[src/rtl/mux_drive_seq.sv]
// rtl/mux_drive_seq.sv - pattern FIFO played back as timed a/b/s drive to a 2:1 mux
// Optional abort input enabled by defining MUX_DRIVE_SEQ_ABORT_EN.
module mux_drive_seq #(
    parameter int DEPTH  = 8,
    parameter int HOLD_W = 8
) (
    input  logic                         clk,
    input  logic                         rst,
    input  logic                         in_valid,
    output logic                         in_ready,
    input  logic [2:0]                   in_pat,
    input  logic [HOLD_W-1:0]            in_hold,
    input  logic                         start,
`ifdef MUX_DRIVE_SEQ_ABORT_EN
    input  logic                         abort,
`endif
    output logic                         a,
    output logic                         b,
    output logic                         s,
    output logic                         busy,
    output logic                         done,
    output logic [$clog2(DEPTH+1)-1:0]   count
);

    localparam int PTR_W = $clog2(DEPTH);
    localparam int CNT_W = $clog2(DEPTH+1);

    typedef enum logic {IDLE, RUN} state_t;

    state_t            state_q, state_d;
    logic [PTR_W-1:0]  wr_ptr_q, wr_ptr_d;
    logic [PTR_W-1:0]  rd_ptr_q, rd_ptr_d;
    logic [CNT_W-1:0]  count_q, count_d;
    logic [HOLD_W-1:0] hold_cnt_q, hold_cnt_d;
    logic [2:0]        drv_q, drv_d;
    logic              done_q, done_d;

    logic [2:0]        pat_mem_q  [DEPTH];
    logic [HOLD_W-1:0] hold_mem_q [DEPTH];

    logic push;
    logic pop;
    logic flush;

    // in_ready depends only on registered occupancy, never on in_valid or start.
    assign in_ready = (count_q < CNT_W'(DEPTH));

    always_comb begin
        push       = in_valid && in_ready;
        pop        = 1'b0;
        flush      = 1'b0;
        state_d    = state_q;
        hold_cnt_d = hold_cnt_q;
        drv_d      = drv_q;
        done_d     = 1'b0;

        case (state_q)
            IDLE: begin
                if (start && (count_q != '0)) begin
                    pop     = 1'b1;
                    state_d = RUN;
                end
            end
            RUN: begin
                if (hold_cnt_q != '0) begin
                    hold_cnt_d = hold_cnt_q - HOLD_W'(1);
                end else if (count_q != '0) begin
                    pop = 1'b1;
                end else begin
                    state_d = IDLE;
                    done_d  = 1'b1;
                end
            end
            default: state_d = IDLE;
        endcase

        if (pop) begin
            drv_d      = pat_mem_q[rd_ptr_q];
            hold_cnt_d = hold_mem_q[rd_ptr_q];
        end

`ifdef MUX_DRIVE_SEQ_ABORT_EN
        if (abort && (state_q == RUN)) begin
            flush      = 1'b1;
            pop        = 1'b0;
            state_d    = IDLE;
            hold_cnt_d = '0;
            drv_d      = 3'b000;
            done_d     = 1'b0;
        end
`endif

        wr_ptr_d = push ? wr_ptr_q + PTR_W'(1) : wr_ptr_q;
        rd_ptr_d = pop  ? rd_ptr_q + PTR_W'(1) : rd_ptr_q;

        case ({push, pop})
            2'b10:   count_d = count_q + CNT_W'(1);
            2'b01:   count_d = count_q - CNT_W'(1);
            default: count_d = count_q;
        endcase

        // A flush discards everything, including an entry pushed on the same edge.
        if (flush) begin
            wr_ptr_d = '0;
            rd_ptr_d = '0;
            count_d  = '0;
        end
    end

    always_ff @(posedge clk) begin
        if (rst) begin
            state_q    <= IDLE;
            wr_ptr_q   <= '0;
            rd_ptr_q   <= '0;
            count_q    <= '0;
            hold_cnt_q <= '0;
            drv_q      <= 3'b000;
            done_q     <= 1'b0;
        end else begin
            state_q    <= state_d;
            wr_ptr_q   <= wr_ptr_d;
            rd_ptr_q   <= rd_ptr_d;
            count_q    <= count_d;
            hold_cnt_q <= hold_cnt_d;
            drv_q      <= drv_d;
            done_q     <= done_d;
        end
    end

    always_ff @(posedge clk) begin
        if (push && !flush) begin
            pat_mem_q[wr_ptr_q]  <= in_pat;
            hold_mem_q[wr_ptr_q] <= in_hold;
        end
    end

    assign a     = drv_q[2];
    assign b     = drv_q[1];
    assign s     = drv_q[0];
    assign busy  = (state_q == RUN);
    assign done  = done_q;
    assign count = count_q;

endmodule

[config.mk]
export PLATFORM = sky130hd
export DESIGN_NAME = mux_drive_seq
export DESIGN_NICKNAME = d
export VERILOG_FILES = /design/src/rtl/mux_drive_seq.sv
export SDC_FILE = /design/constraint.sdc
export NUM_CORES = 1
export LEC_CHECK = 0
export CAP_MARGIN = 0
export CORE_UTILIZATION = 50
export CTS_CLUSTER_DIAMETER = 80
export DETAILED_ROUTE_END_ITERATION = 6
export GPL_TIMING_DRIVEN = 0
export PLACE_DENSITY = 0.75
export SLEW_MARGIN = 5
export SYNTH_ARGS = -nofsm -noshare
export SYNTH_HDL_FRONTEND = slang
export SYNTH_SLANG_ARGS = --single-unit
[constraint.sdc]
create_clock -name clk -period 3.8 [get_ports clk]
set_input_delay 0.57 -clock clk [delete_from_list [all_inputs] [get_ports clk]]
set_output_delay 0.57 -clock clk [all_outputs]
set_load 0.01 [all_outputs]
==> flow_summary.yaml, run 1 <==
status:
  outcome: "complete, no violations"
drt:
  wl_per_cell_microns: 19.1
  drc_errors: 0
  firstDrtPassIters: 5
  vias: 2659
  finalWirelength_microns: 8840
  via_per_inst: 5.73
  drtIter0Drc: 217
  antenna_left: 0
setup_path:
  reg2regPathDepth: 15
  cp-start-kind: "flip-flop"
  critical_path_class: "flip-flop to flip-flop"
  worst-path-max-fanout: 11
  end_kind: "flip-flop"
  critPathRequiredTime_ns: 4.24
  arrival_ns: 3.62
global_routing:
  grtUsageTotal: 0.202
  antenna_found_initial: 0
  grt_max_degree: 17
  first_global_vias: 2593
  grt_pass1_wl_microns: 14100
  grt-ovfl-total: 0
die:
  rows: 35
  die_h_microns: 99
  dieArea_sq_mm: 0.00980
  core_area_sq_mm: 0.00920
  io_pins: 25
  die_w_microns: 99
  start_util: 0.512
timing:
  setup_viol: 0
  timing.fmax_mhz: 314
  rsz0062_at_grt: "no"
  finalMaxSlewViolations: 0
  fin_skew_ns: 0.00877
  relSlewSlack: 0.166
  fin_tns_setup_ns: 0
  min_period_ns: 3.18
  fin_crit_sh: 0.837
  hold_violations: 0
  worst_slew_pin_slew_ns: 1.25
clock_tree:
  post_cts_buffers: 0
  clockBufferDepth: 2
  clock_sinks: 114
  htreeDepth: 4
  clock_latency_ns: 0.51
  cts_resized: 0
  cts_buffers: 17
  cts_tree: "yes"
  clk_pin_slew_ns: 0.06
  hold_buffers: 0
  cts-root-buf: "clkbuf_8"
logic_synthesis:
  syn_inst: 296
  synthMuxAreaShare: 0.138
  ys_seq_area_frac: 0.672
  synth_nets: 318
  synth_area_sq_mm: 0.00470
  syn_avg_cell_area_sq_um: 15.9
  ys_warn_count: 0
  synthAdderAreaFrac: 0.0186
  synth_edf_count: 88
  synth_top_family_by_area: "multiplexers"
  synth_compound_area_frac: 0.0574
  async_flop_share: 0
  ys_ff_latch: 114
  synth-xor-area-share: 0.0130
  ys.flop_type: "edfxtp_1"
  synthSimpleGateAreaFrac: 0.0761
  yosysUniqueCellTypes: 47
pwr:
  power_mw: 3.91
  power_density_mw_per_mm2: 696
  leakagePower_nw: 1.88
  ir_drop_v: 0.000340
placement:
  place.gp.congestion: 0.867
  io_buffers: 24
  placed_cells: 433
  hpwl_microns: 5630
worst_hold_path:
  min_path_type: "flip-flop to flip-flop"
  min_path_cells: 2
finish:
  area_growth_pct: 19.5
  final_cell_mix: "88 x edfxtp_1, 28 x nor2_1, 26 x dfxtp_1, 24 x clkdlybuf4s50_1, 22 x mux4_2"
  mostFrequentLayoutCell: "edfxtp_1"
  stdcell_count: 464
  drive_gt1_frac: 0.207
  n_antenna_cell: 0
  nNetsFinal: 363
job:
  cap_violations: 0
-- cells by family (layout without fill, tap and decap cells) --
group	Yosys count	after routing
simple gates	72	72
fa+ha+maj	7	7
flops	114	114
mux	37	37
compound gates	35	35
buf+inv	24	81
xor+xnor	7	7
-- Yosys cell counts, types with 2 or more instances --
cell type | instances | area share
a211oi_1 | 6 | 0.0096
a21o_1 | 2 | 0.0032
a21oi_1 | 8 | 0.0085
a31oi_1 | 3 | 0.0040
buf_2 | 2 | 0.0021
buf_6 | 2 | 0.0048
clkbuf_1 | 9 | 0.0072
dfxtp_1 | 26 | 0.11
edfxtp_1 | 88 | 0.56
ha_1 | 7 | 0.019
inv_1 | 8 | 0.0064
mux2_2 | 4 | 0.0096
mux2i_1 | 11 | 0.023
mux4_2 | 22 | 0.11
nand2_1 | 13 | 0.010
nand2b_1 | 4 | 0.0053
nand3_1 | 5 | 0.0053
nor2_1 | 28 | 0.022
nor2b_1 | 2 | 0.0027
nor3_1 | 7 | 0.0074
nor4_1 | 2 | 0.0027
o21ai_0 | 4 | 0.0043
o22ai_1 | 2 | 0.0027
or3_1 | 2 | 0.0027
or4b_1 | 2 | 0.0043
xnor2_1 | 2 | 0.0037
xor2_1 | 5 | 0.0093
-- per-layer routing --
metal / up-vias / part of all wire / global-route usage
met5: - / 0 / 0
met4: 0 / 0.0075 / 0.0677
met3: 6 / 0.062 / 0.0688
met2: 103 / 0.49 / 0.312
met1: 1302 / 0.44 / 0.270
li1: 1248 / - / -
-- worst max-delay path, stage by stage, from the launching register on --
cell and delay (ns):
dfxtp_1 0.37, inv_1 0.12, ha_1 0.18, or4b_1 0.45, buf_6 0.16, o21ai_4 0.19, nand2_4 0.11, clkinv_4 0.10
buf_6 0.15, ha_1 0.28, xor2_1 0.17, ha_1 0.17, a21oi_1 0.05, xor2_1 0.16, or3_1 0.30, a21oi_1 0.14
-- sequential cells by signal, indices dropped and copies added (netlist names), named ones only --
name / count
busy: 1
count: 4
done: 1
drv_q: 3
hold_cnt_q: 8
hold_mem_q: 64
pat_mem_q: 24
rd_ptr_q: 3
wr_ptr_q: 3
-- power breakdown --
part           total [mW]  switching [mW]  internal (mW)
combinational        1.02           0.557          0.466
clock                1.34           0.548          0.788
sequential           1.55          0.0788           1.47
total                3.91            1.18           2.73
-- layout make-up --
type	instances	area, sq um
inverter	9	38.8
sequential	114	3160
clock buffer	17	414
fill	659	3580
timing repair buffer	26	259
multi-input combinational	158	1440
buffer	15	75.1
clock inverter	14	93.8
tap	111	139
-- worst paths after layout --
check,start,end,slack (ns)
setup / recovery,hold_cnt_q[0],count[2],0.62
setup reg to reg,hold_cnt_q[0],count[2],0.62
hold reg to reg,drv_q[1],drv_q[1],0.50
hold / removal,drv_q[1],drv_q[1],0.50
-- metrics by stage --
step	instance area (sq um)	setup WS, ns	utilization	hold slack (ns)
after global routing	5620	0.369	0.611	0.532
final	5620	0.619	0.611	0.500
after global placement	5080	0.227	0.553	0.481
after CTS	5620	0.614	0.611	0.496
after detailed placement	5110	0.642	0.556	0.488
after floorplan	4700	0.924	-	0.458
No activity file was read; power rests on OpenSTA's default activity.
==> inputs of run 2 (changes only) <==
PLACE_DENSITY = 0.78   (was 0.75)
clock period = 2.6 ns   (was 3.8 ns; I/O delays follow)
==> run 2 against run 1 <==
Net effect: the flow now finishes with violations (setup timing); count of clock-buffer cells in the layout unchanged; sequential share of layout area down 1.5 points; register-to-register slack worse by 0.64 ns; sequential power up 46%; clock power up 75%; clock skew down 0.00084 ns; worst setup slack worse by 0.64 ns; routed wire length up 6.3%; via count up 2.6%; maximum frequency up 21%; cell area up 3.0%; combinational power up 57%; highest routed layer unchanged.
==> flow_summary.yaml, run 2 (synthesis results as in run 1) <==
status:
  outcome: "finished with violations"
  violations: "setup timing"
finish:
  n_antenna_cell: 0
  mostFrequentLayoutCell: "edfxtp_1"
  nNetsFinal: 367
  stdcell_area_sq_mm: 0.00579
  reg_top3: "hold_mem_q: 64 flops, pat_mem_q: 24 flops, hold_cnt_q: 8 flops"
  final_cell_mix: "88 x edfxtp_1, 28 x nor2_1, 24 x dfxtp_1, 24 x clkdlybuf4s50_1, 22 x mux4_2"
  multi_input_area_sq_mm: 0.00147
  nFillCells: 655
  seq_area_sq_mm: 0.00317
  area_growth_pct: 23.0
  drive_gt1_frac: 0.237
  largest_reg_flops: 64
  top_register: "hold_mem_q"
setup_path:
  end_kind: "flip-flop"
  cp-start-kind: "flip-flop"
  critPathSlowestCell: "or4b_4"
  arrival_ns: 3.07
  slowest_delay_ns: 0.49
  worst-path-max-fanout: 6
  critPathRequiredTime_ns: 3.04
  crit_chain: "inv_2, ha_1, or4b_4, o21ai_4, nand2_4, clkinv_8, ha_4, xor2_2, ha_1, a21oi_2, xor2_1, or3_1, a21oi_2"
  critical_path_class: "flip-flop to flip-flop"
pwr:
  power_density_mw_per_mm2: 1080
  p_seq_frac: 0.366
  p_int_mw: 4.43
  switching_share: 0.288
  p_sw_mw: 1.79
  leakagePower_nw: 1.95
  ir_drop_v: 0.000536
  combPwrFrac: 0.257
  power_frac_clock: 0.377
timing:
  setup_ws_ns: -0.0239
  hold_violations: 0
  worst_slew_pin_slew_ns: 1.30
  fin_crit_sh: 1.01
  min_period_ns: 2.62
  timing.fmax_mhz: 381
  finalMaxSlewViolations: 0
  rsz0062_at_grt: "yes"
  relSlewSlack: 0.131
  setup_viol: 1
  fin_skew_ns: 0.00794
global_routing:
  first_global_vias: 2798
  antenna_found_initial: 0
  grt_max_degree: 17
  grt-ovfl-total: 0
  grtUsageTotal: 0.215
  grt_pass1_wl_microns: 15000
drt:
  via_per_inst: 5.82
  finalWirelength_microns: 9400
  antenna_left: 0
  wl_per_cell_microns: 20.0
  drc_errors: 0
  drtIter0Drc: 194
  firstDrtPassIters: 4
  vias: 2728
die:
  rows: 35
  io_pins: 25
  die_h_microns: 99
  core_area_sq_mm: 0.00920
  start_util: 0.512
  die_w_microns: 99
  dieArea_sq_mm: 0.00980
clock_tree:
  cts_buffers: 17
  clock_latency_ns: 0.51
  clock_sinks: 114
  clockBufferDepth: 2
  clk_pin_slew_ns: 0.06
  htreeDepth: 4
  cts-root-buf: "clkbuf_8"
  cts_tree: "yes"
  hold_buffers: 0
placement:
  pre_cts_slack_ns: -0.409
  hpwl_microns: 5810
  place.gp.congestion: 0.827
  io_buffers: 24
  dpl_cell_area_sq_mm: 0.00513
job:
  cap_violations: 0
worst_hold_path:
  min_path_type: "flip-flop to flip-flop"
[run 2: power groups by stage]
stage	Sequential [mW]	Clock, mW	Combinational, mW
detailed placement	2.30	0	1.51
floorplan	2.29	0	1.10
finish	2.27	2.35	1.60
global route	2.30	2.46	1.75
CTS	2.27	2.37	1.58
global placement	2.29	0	1.46
[run 2: critical path, delay by kind of cell (launching register included)]
family          cells  cell delay (ns)
simple gates        3             0.93
buf+inv             2             0.13
compound gates      3             0.36
flops               1             0.36
xor+xnor            2             0.30
fa+ha+maj           3             0.46
[run 2: per-layer routing]
layer  GRT usage  part of all wire  vias to the layer above
met5           0                 0                        -
li1            -                 -                     1252
met3      0.0525             0.054                       13
met2       0.354              0.53                       99
met4       0.108             0.015                        0
met1       0.266              0.41                     1364
[run 2: final timing paths]
| path | from | to | slack (ns) | cells past startpoint |
|---|---|---|---|---|
| max reg2reg | hold_cnt_q[0] | count[2] | -0.02 | 13 |
| max | hold_cnt_q[0] | count[2] | -0.02 | 13 |
| min | hold_cnt_q[6] | hold_cnt_q[6] | 0.51 | 2 |
| min reg2reg | hold_cnt_q[6] | hold_cnt_q[6] | 0.51 | 2 |
[run 2: through the flow]
step	instances	util	total power [mW]	TNS (ns)	hold slack, ns
floorplan	296	-	3.39	-0.135	0.458
global placement	431	0.554	3.75	-29.39	0.478
detailed placement	433	0.558	3.82	-16.34	0.495
CTS	469	0.628	6.23	-0.0282	0.500
global route	469	0.629	6.51	-0.117	0.532
finish	469	0.629	6.22	-0.0239	0.505
[run 2: cell type report]
cell class | instances | area share
Multi-Input combinational cell | 158 | 0.254
Clock buffer | 17 | 0.0716
Clock inverter | 15 | 0.0324
Buffer | 13 | 0.00908
Sequential cell | 114 | 0.547
Inverter | 9 | 0.00800
Tap cell | 111 | 0.0240
Timing Repair Buffer | 32 | 0.0532
[run 2: repair_timing]
item	CTS	global route
endpoints found under the setup margin	3	2
setup buffers	6	0
resized for setup	7	5
pin swaps	3	1
